### src/rtl/catanddog_pkg.sv
// Shared keypad types: FSM states, row drive patterns and column decode helpers.
// Pure declarations; no latency and no flow control of its own.
// Imported by every keypad block so that encodings cannot drift between files.
package catanddog_pkg;

  localparam int KEY_W = 4;

  typedef enum logic [1:0] {
    SCAN      = 2'd0,
    PRESS_DEB = 2'd1,
    PRESSED   = 2'd2,
    REL_DEB   = 2'd3
  } state_e;

  localparam logic [3:0] ROW_DRV0 = 4'b1110;
  localparam logic [3:0] ROW_DRV1 = 4'b1101;
  localparam logic [3:0] ROW_DRV2 = 4'b1011;
  localparam logic [3:0] ROW_DRV3 = 4'b0111;

  function automatic logic [3:0] row_drive(input logic [1:0] idx);
    case (idx)
      2'd0:    row_drive = ROW_DRV0;
      2'd1:    row_drive = ROW_DRV1;
      2'd2:    row_drive = ROW_DRV2;
      default: row_drive = ROW_DRV3;
    endcase
  endfunction

  // Only a lone closed column is trusted; anything else may be ghosting.
  function automatic logic single_zero(input logic [3:0] col);
    case (col)
      4'b1110, 4'b1101, 4'b1011, 4'b0111: single_zero = 1'b1;
      default:                            single_zero = 1'b0;
    endcase
  endfunction

  function automatic logic [1:0] zero_index(input logic [3:0] col);
    case (col)
      4'b1101: zero_index = 2'd1;
      4'b1011: zero_index = 2'd2;
      4'b0111: zero_index = 2'd3;
      default: zero_index = 2'd0;
    endcase
  endfunction

endpackage

### src/rtl/kb_sync.sv
// Two-flop synchronizer for the asynchronous keypad column lines.
// Latency 2 cycles; no backpressure, samples every cycle.
// Resets to all-ones so an idle (pulled-up) keypad is seen straight out of reset.
module kb_sync (
  input  logic       clk,
  input  logic       rst_n,
  input  logic [3:0] d,
  output logic [3:0] q
);

  logic [3:0] meta;

  always_ff @(posedge clk) begin
    if (!rst_n) begin
      meta <= 4'hF;
      q    <= 4'hF;
    end else begin
      meta <= d;
      q    <= meta;
    end
  end

endmodule

### src/rtl/keypad_scan.sv
// 4x4 keypad scanner with press/release debounce and a single-entry key register.
// Latency: key-to-valid at most 2 + 4*DWELL + DEBOUNCE_MS + 1 cycles.
// Backpressure: key_valid/key_ack handshake; a press arriving while unacknowledged is dropped and flagged.
module keypad_scan
  import catanddog_pkg::*;
#(
  parameter int DEBOUNCE_MS = 20,
  parameter int DWELL       = 4
) (
  input  logic             clk_1kHz,
  input  logic             rst_n,
  input  logic [3:0]       kb_col,
  output logic [3:0]       kb_row,
  output logic [KEY_W-1:0] key_code,
  output logic             key_valid,
  input  logic             key_ack,
  output logic             key_held,
  output logic             err_overrun
);

  localparam int                DEB_W      = $clog2(DEBOUNCE_MS + 1);
  localparam logic [DEB_W-1:0]  DEB_LAST   = DEB_W'(DEBOUNCE_MS - 1);
  localparam logic [DEB_W-1:0]  DEB_MAX    = DEB_W'(DEBOUNCE_MS);
  localparam logic [3:0]        DWELL_LAST = 4'(DWELL - 1);

  if (DWELL < 3 || DWELL > 15) begin : g_bad_dwell
    $error("keypad_scan: DWELL must be within 3..15");
  end

  logic [3:0]       col_s;
  state_e           state;
  logic [1:0]       row_idx;
  logic [1:0]       col_idx;
  logic [3:0]       col_lat;
  logic [3:0]       dwell_cnt;
  logic [DEB_W-1:0] deb_cnt;
  logic [DEB_W-1:0] deb_inc;
  logic             key_evt;

  kb_sync u_sync (
    .clk   (clk_1kHz),
    .rst_n (rst_n),
    .d     (kb_col),
    .q     (col_s)
  );

  assign deb_inc = (deb_cnt == DEB_MAX) ? deb_cnt : deb_cnt + 1'b1;

  // The press is accepted on the last matching debounce cycle.
  assign key_evt = (state == PRESS_DEB) && (col_s == col_lat) && (deb_cnt == DEB_LAST);

  always_ff @(posedge clk_1kHz) begin
    if (!rst_n) begin
      state       <= SCAN;
      row_idx     <= 2'd0;
      col_idx     <= 2'd0;
      col_lat     <= 4'hF;
      dwell_cnt   <= 4'd0;
      deb_cnt     <= '0;
      kb_row      <= ROW_DRV0;
      key_code    <= '0;
      key_valid   <= 1'b0;
      key_held    <= 1'b0;
      err_overrun <= 1'b0;
    end else begin
      case (state)
        SCAN: begin
          if (dwell_cnt == DWELL_LAST) begin
            if (single_zero(col_s)) begin
              col_lat <= col_s;
              col_idx <= zero_index(col_s);
              deb_cnt <= '0;
              state   <= PRESS_DEB;
            end else begin
              row_idx   <= row_idx + 2'd1;
              kb_row    <= row_drive(row_idx + 2'd1);
              dwell_cnt <= 4'd0;
            end
          end else begin
            dwell_cnt <= dwell_cnt + 4'd1;
          end
        end

        PRESS_DEB: begin
          if (col_s != col_lat) begin
            state     <= SCAN;
            row_idx   <= 2'd0;
            dwell_cnt <= 4'd0;
            kb_row    <= ROW_DRV0;
          end else if (deb_cnt == DEB_LAST) begin
            state    <= PRESSED;
            key_held <= 1'b1;
          end else begin
            deb_cnt <= deb_inc;
          end
        end

        PRESSED: begin
          if (col_s == 4'hF) begin
            state   <= REL_DEB;
            deb_cnt <= '0;
          end
        end

        REL_DEB: begin
          if (col_s != 4'hF) begin
            state <= PRESSED;
          end else if (deb_cnt == DEB_LAST) begin
            state     <= SCAN;
            key_held  <= 1'b0;
            row_idx   <= 2'd0;
            dwell_cnt <= 4'd0;
            kb_row    <= ROW_DRV0;
          end else begin
            deb_cnt <= deb_inc;
          end
        end

        default: begin
          state     <= SCAN;
          key_held  <= 1'b0;
          row_idx   <= 2'd0;
          dwell_cnt <= 4'd0;
          kb_row    <= ROW_DRV0;
        end
      endcase

      if (key_evt) begin
        if (!key_valid || key_ack) begin
          key_code  <= {row_idx, col_idx};
          key_valid <= 1'b1;
        end else begin
          err_overrun <= 1'b1;
        end
      end else if (key_valid && key_ack) begin
        key_valid <= 1'b0;
      end
    end
  end

endmodule

### config.mk
export PLATFORM = sky130hd
export DESIGN_NAME = keypad_scan
export DESIGN_NICKNAME = d
export VERILOG_FILES = /design/src/rtl/catanddog_pkg.sv /design/src/rtl/kb_sync.sv /design/src/rtl/keypad_scan.sv
export SDC_FILE = /design/constraint.sdc
export NUM_CORES = 1
export LEC_CHECK = 0
export CAP_MARGIN = 20
export CELL_PAD_IN_SITES_DETAIL_PLACEMENT = 1
export CELL_PAD_IN_SITES_GLOBAL_PLACEMENT = 1
export CORE_AREA = 2 2 82 84
export CTS_CLUSTER_SIZE = 28
export DETAILED_ROUTE_END_ITERATION = 10
export DIE_AREA = 0 0 84 86
export DONT_BUFFER_PORTS = 1
export PLACE_DENSITY_LB_ADDON = 0.1
export RECOVER_POWER = 25
export REMOVE_ABC_BUFFERS = 1
export SYNTH_ARGS = -nofsm -noshare
export SYNTH_HDL_FRONTEND = slang
export SYNTH_SLANG_ARGS = --single-unit
### constraint.sdc
create_clock -name clk_1kHz -period 2.6 [get_ports clk_1kHz]
set_clock_uncertainty 0.1 [all_clocks]
set_input_delay 0.52 -clock clk_1kHz [delete_from_list [all_inputs] [get_ports clk_1kHz]]
set_output_delay 0.52 -clock clk_1kHz [all_outputs]
set_load 0.05 [all_outputs]
# --- Word level (Yosys, flattened, before mapping) ---
# Cells that the tools add are included.
word_totals:
  register_bits: 38
  in_bits: 7
  elab_cells: 113
classes:
  add_sub_neg: 3
  n_eq_ne: 29
  n_mux: 47
  bitwise: 1
  reduce_logical: 20
ops:
  columns: ["cell", "n"]
  rows:
  - ["4-bit two-way mux", 10]
  - ["4-bit case mux with 3 select lines", 3]
  - ["5-bit two-way mux", 7]
  - ["2-bit two-way mux", 11]
  - ["5-bit case mux with 4 select lines", 1]
  - ["5-bit AND reduction", 4]
  - ["4-bit equality test, second input constant", 4]
  - ["2-bit != test, second input constant", 7]
  - ["2-bit case mux with 3 select lines", 2]
  - ["1-bit two-way mux", 11]
  - ["5-bit equality test, second input constant", 2]
  - ["2-bit case mux with 4 select lines", 1]
  - ["2-bit equality test, second input constant", 3]
  - ["2-bit by 1-bit != test with 1-bit output, second input constant", 3]
  - ["3-bit != test, second input constant", 2]
  - ["2-bit AND reduction", 3]
  - ["6-bit AND reduction", 1]
  - ["5-bit by 1-bit adder with 5-bit output, second input constant", 1]
  - ["4-bit by 1-bit adder with 4-bit output, second input constant", 1]
  - ["2-bit by 1-bit equality test with 1-bit output, second input constant", 2]
  - ["4-bit by 2-bit equality test with 1-bit output, second input constant", 1]
  - ["4-bit by 3-bit equality test with 1-bit output, second input constant", 1]
  - ["4-bit equality test", 1]
  - ["2-bit zero test", 2]
  - ["13 further kinds", 16]

# --- Depth between registers and ports, before layout ---
logic_depth:
  word_depth: 9
  mapped_depth: 7
  ltp_nobuf: 7

# --- Cells and area by module ---
# A second synthesis with hierarchy kept.
unflattened:
  hier_cells: 200
  hier_area_um2: 1863.0
modules_own_cells:
  columns: ["module", "n_inst", "cells_per_inst", "area_per_inst_um2"]
  rows:
  - ["keypad_scan", 1, 184, 1652.8]
  - ["kb_sync", 1, 16, 210.2]

# --- Worst setup path after synthesis ---
# No wires, ideal clock.
synth_timing:
  kind: "register -> register"
  from: "register dwell_cnt[0]"
  to: "register col_idx[0]"
  setup_time_ns: 0.067
  arrival_ns: 1.788
  t_required_ns: 2.433
  setup_slack_ns: 0.644
  path_stages_with_launch: 7
  n_path_buf: 1
  synth_period_minus_slack_ns: 1.956
  path_cell_list: "dfxtp_1 -> ha_1 -> or3b_4 -> a211o_1 -> buf_6 -> or3_4 -> a21oi_2"
synth_between:
  elab_chain_cells: 2
synth_lines:
  columns: ["element", "line_no", "text"]
  rows:
  - ["start: declaration", "keypad_scan.sv:35", "logic [3:0] dwell_cnt;"]
  - ["start signal: assignment", "keypad_scan.sv:80", "dwell_cnt <= dwell_cnt + 4'd1;"]
  - ["4-bit by 2-bit equality test with 1-bit output", "keypad_scan.sv:68", "if (dwell_cnt == DWELL_LAST) begin"]
  - ["3-bit AND reduction (no source line)", null, null]
  - ["end signal: assignment", "keypad_scan.sv:71", "col_idx <= zero_index(col_s);"]
  - ["end: declaration", "keypad_scan.sv:33", "logic [1:0] col_idx;"]
# Every way passes these cells.
# A chain may end at the register's enable or synchronous reset.

# --- Worst setup path after layout ---
layout_timing:
  from: "register deb_cnt[0]"
  to: "register kb_row[2]"
layout_between:
  elab_chain_cells: 3
layout_lines:
  columns: ["element", "line_no", "text"]
  rows:
  - ["start: declaration", "keypad_scan.sv:36", "logic [DEB_W-1:0] deb_cnt;"]
  - ["start signal: assignment", "keypad_scan.sv:94", "deb_cnt <= deb_inc;"]
  - ["start signal: assignment", "keypad_scan.sv:115", "deb_cnt <= deb_inc;"]
  - ["5-bit equality test", "keypad_scan.sv:108", "end else if (deb_cnt == DEB_LAST) begin"]
  - ["2-bit != test (no source line)", null, null]
  - ["6-bit AND reduction (no source line)", null, null]
  - ["end signal: assignment", "keypad_scan.sv:76", "kb_row <= row_drive(row_idx + 2'd1);"]
  - ["end: declaration", "keypad_scan.sv:13", "output logic [3:0] kb_row,"]
# Every way passes these cells.

==> flow_metrics.py <==
metrics = {
    "synth": {
        "netlist_instances": 218,
        "yosys_warnings": 0,
        "yosysUniqueCellTypes": 56,
        "synth_edf_count": 0,
        "ys_async_sr_fraction": 0,
        "ys.flop_type": "dfxtp_1",
        "synth-seq-cells": 38,
        "synth_seq_area_share": 0.382,
        "syn_avg_cell_area_um2": 9.13,
        "netlist_area_mm2": 0.00199,
    },
    "grt": {
        "grt_pass1_vias": 1537,
        "grtUsageTotal": 0.129,
        "antenna_found_initial": 0,
        "grt_pass1_wl_mm": 7.46,
        "grt_max_degree": 42,
        "overflow": 0,
    },
    "hold_path": {
        "min_path_type": "in2reg",
        "whs_path_depth": 1,
        "hold_path.startpoint": "rst_n",
    },
    "sta": {
        "setup_viol": 0,
        "rsz0062_at_grt": "false",
        "fin_crit_sh": 0.906,
        "fin_crit_ns": 2.36,
        "fin_hold_ws_ns": 0.196,
        "hold_viol": 0,
        "slew_viol_final": 0,
        "slew_headroom": 0.474,
        "fmax_ghz": 0.424,
        "finalSetupTns_ns": 0,
        "worst-slew-pin-transition_ns": 0.789,
    },
    "worst_setup_path": {
        "r2r-start": "deb_cnt[0]",
        "max_stage_delay_ns": 0.73,
        "startpoint_type": "flip-flop",
        "cp_num_buf_inv": 0,
        "reg2regPathDepth": 6,
        "r2r_setup_slack_ns": 0.24,
        "r2r_end": "kb_row[2]",
        "worstSetupEndpoint": "kb_row[2]",
        "path_cells": "ha_1 -> and4bb_2 -> and4_1 -> o32ai_2 -> nor2b_1 -> o21ai_0",
        "setup.worst_path.class": "reg2reg",
        "slowest_stage": "o32ai_2",
        "crit_fanout": 12,
        "worstPathRequired_ns": 2.68,
        "critical_path.top_delay_family": "compound AO/OA/AOI/OAI gates",
        "endpoint_kind": "flip-flop",
        "crit_start": "deb_cnt[0]",
        "arrival_ns": 2.43,
        "crit_cells": 6,
    },
    "cts": {
        "cts_buffers": 5,
        "htree_levels": 2,
        "hold_buffers": 0,
        "clock-sinks": 38,
        "cts.clk_slew.worst_paths_ns": 0.07,
        "cts_tree": "yes",
        "clock_latency_ns": 0.29,
        "postCtsSetupRepairBufs": 0,
        "cts_max_path_buffers": 2,
        "post_cts_resized": 0,
        "cts-root-buf": "clkbuf_8",
    },
    "placement": {
        "dp.final_hpwl_mm": 3.09,
        "placed_area_mm2": 0.00201,
        "port_buffers": 0,
        "place.gp.congestion": 0.775,
    },
    "cells_and_area": {
        "final_common_cell": "dfxtp_1",
        "drive_gt1_frac": 0.0986,
        "syn2layout_area_growth_pct": 5.97,
        "multiInputGateArea_mm2": 0.00111,
        "mostFrequentLayoutCells": "38 x dfxtp_1, 28 x nand2_1, 13 x nand2b_1",
        "finalNetCount": 226,
        "antenna_cells": 0,
        "fillers": 753,
        "regArea_um2": 761,
        "stdcell_area_mm2": 0.00211,
    },
    "route": {
        "vias": 1536,
        "via_per_inst": 5.30,
        "drt_first_pass_iters": 4,
        "drtIter0Drc": 44,
        "routed_wl_mm": 4.43,
        "drc_errors": 0,
        "routedWlPerCell_um": 15.3,
        "ant_nets": 0,
    },
    "pwr": {
        "power_density_mw_per_mm2": 572,
        "ir_worst_vdd_uv": 209,
        "p_leak_nw": 0.760,
    },
    "floorplanning": {
        "rows": 29,
        "fp.dieH_um": 86,
        "dieWidth_um": 84,
        "io_pins": 18,
        "start_util": 0.317,
        "dieArea_mm2": 0.00722,
        "core_mm2": 0.00628,
    },
    "status": {
        "run_status": "complete, no violations",
    },
    "job": {
        "cap_violations": 0,
    },
}
worst register-to-register path, delay by kind of cell (launching register included):
kind            cells  cell delay (ns)
simple gates        3             0.72
compound gates      2             0.83
flops               1             0.33
fa+ha+maj           1             0.26
cells by family after synthesis:
logic type,synth area share
and+or+nand+nor,0.259
AOI/OAI and AO/OA,0.152
DFF,0.382
buffers and inverters,0.0610
muxes,0.0553
xor gates and xnor gates,0.0465
adders and majority gates,0.0440
per-stage QoR:
step / instances / power [W] / util / setup WS [ns]
after global placement: 282 / 0.000782 / 0.321 / 0.331
after global routing: 290 / 0.00128 / 0.336 / 0.0822
after floorplan: 203 / 0.000752 / - / 0.611
after CTS: 290 / 0.00123 / 0.336 / 0.230
after detailed placement: 282 / 0.000787 / 0.321 / 0.245
final: 290 / 0.00121 / 0.336 / 0.243
worst min path at each step:
| stage | to | slack [ns] |
|---|---|---|
| floorplan | u_sync.q[0] | 0.29 |
| global placement | u_sync.q[1] | 0.30 |
| detailed placement | u_sync.q[1] | 0.30 |
| CTS | col_lat[1] | 0.18 |
| global route | col_lat[1] | 0.18 |
| finish | col_lat[2] | 0.20 |
synthesized netlist by cell type, types with 3 or more instances:
| master | count | area [um2] |
|---|---|---|
| dfxtp_1 | 38 | 761 |
| and4_1 | 3 | 26.3 |
| inv_1 | 9 | 33.8 |
| o32ai_1 | 4 | 35.0 |
| xnor2_1 | 4 | 35.0 |
| a21oi_1 | 9 | 45.0 |
| nor2_1 | 7 | 26.3 |
| o21ai_0 | 3 | 15.0 |
| mux2i_1 | 11 | 110 |
| nand2_1 | 28 | 105 |
| buf_4 | 4 | 30.0 |
| nand2b_1 | 13 | 81.3 |
| o221ai_1 | 3 | 26.3 |
| nand3_1 | 7 | 35.0 |
| nor2b_1 | 5 | 31.3 |
| nor3b_1 | 3 | 22.5 |
| nor3_1 | 3 | 15.0 |
| clkbuf_1 | 8 | 30.0 |
| nand4b_1 | 3 | 26.3 |
| ha_1 | 7 | 87.6 |
power breakdown:
part | internal [W] | switching (W) | leakage (nW)
Clock | 0.000213 | 0.000219 | 0.0472
Sequential | 0.000604 | 0.0000425 | 0.309
Combinational | 0.0000553 | 0.0000711 | 0.404
Total | 0.000873 | 0.000332 | 0.760
cell type report:
type,count,share of cell area
Clock buffer,6,0.0392
Clock inverter,2,0.00593
Inverter,9,0.0160
Multi-Input combinational cell,156,0.525
Sequential cell,38,0.361
Tap cell,77,0.0457
Timing Repair Buffer,2,0.00712
registers in the layout, summed over array words and instances (netlist names), 2 cells and up:
name and count:
dwell_cnt 4, col_lat 4, state 2, deb_cnt 5
row_idx 2, col_idx 2, kb_row 4, key_code 4
u_sync.meta 4, u_sync.q 4
layer usage:
metal | GRT usage | share of wire
met5 | 0 | 0
met4 | 0.0352 | 0.013
met3 | 0.0337 | 0.024
met2 | 0.229 | 0.49
met1 | 0.153 | 0.48
Power figures use the tool's default switching activity.
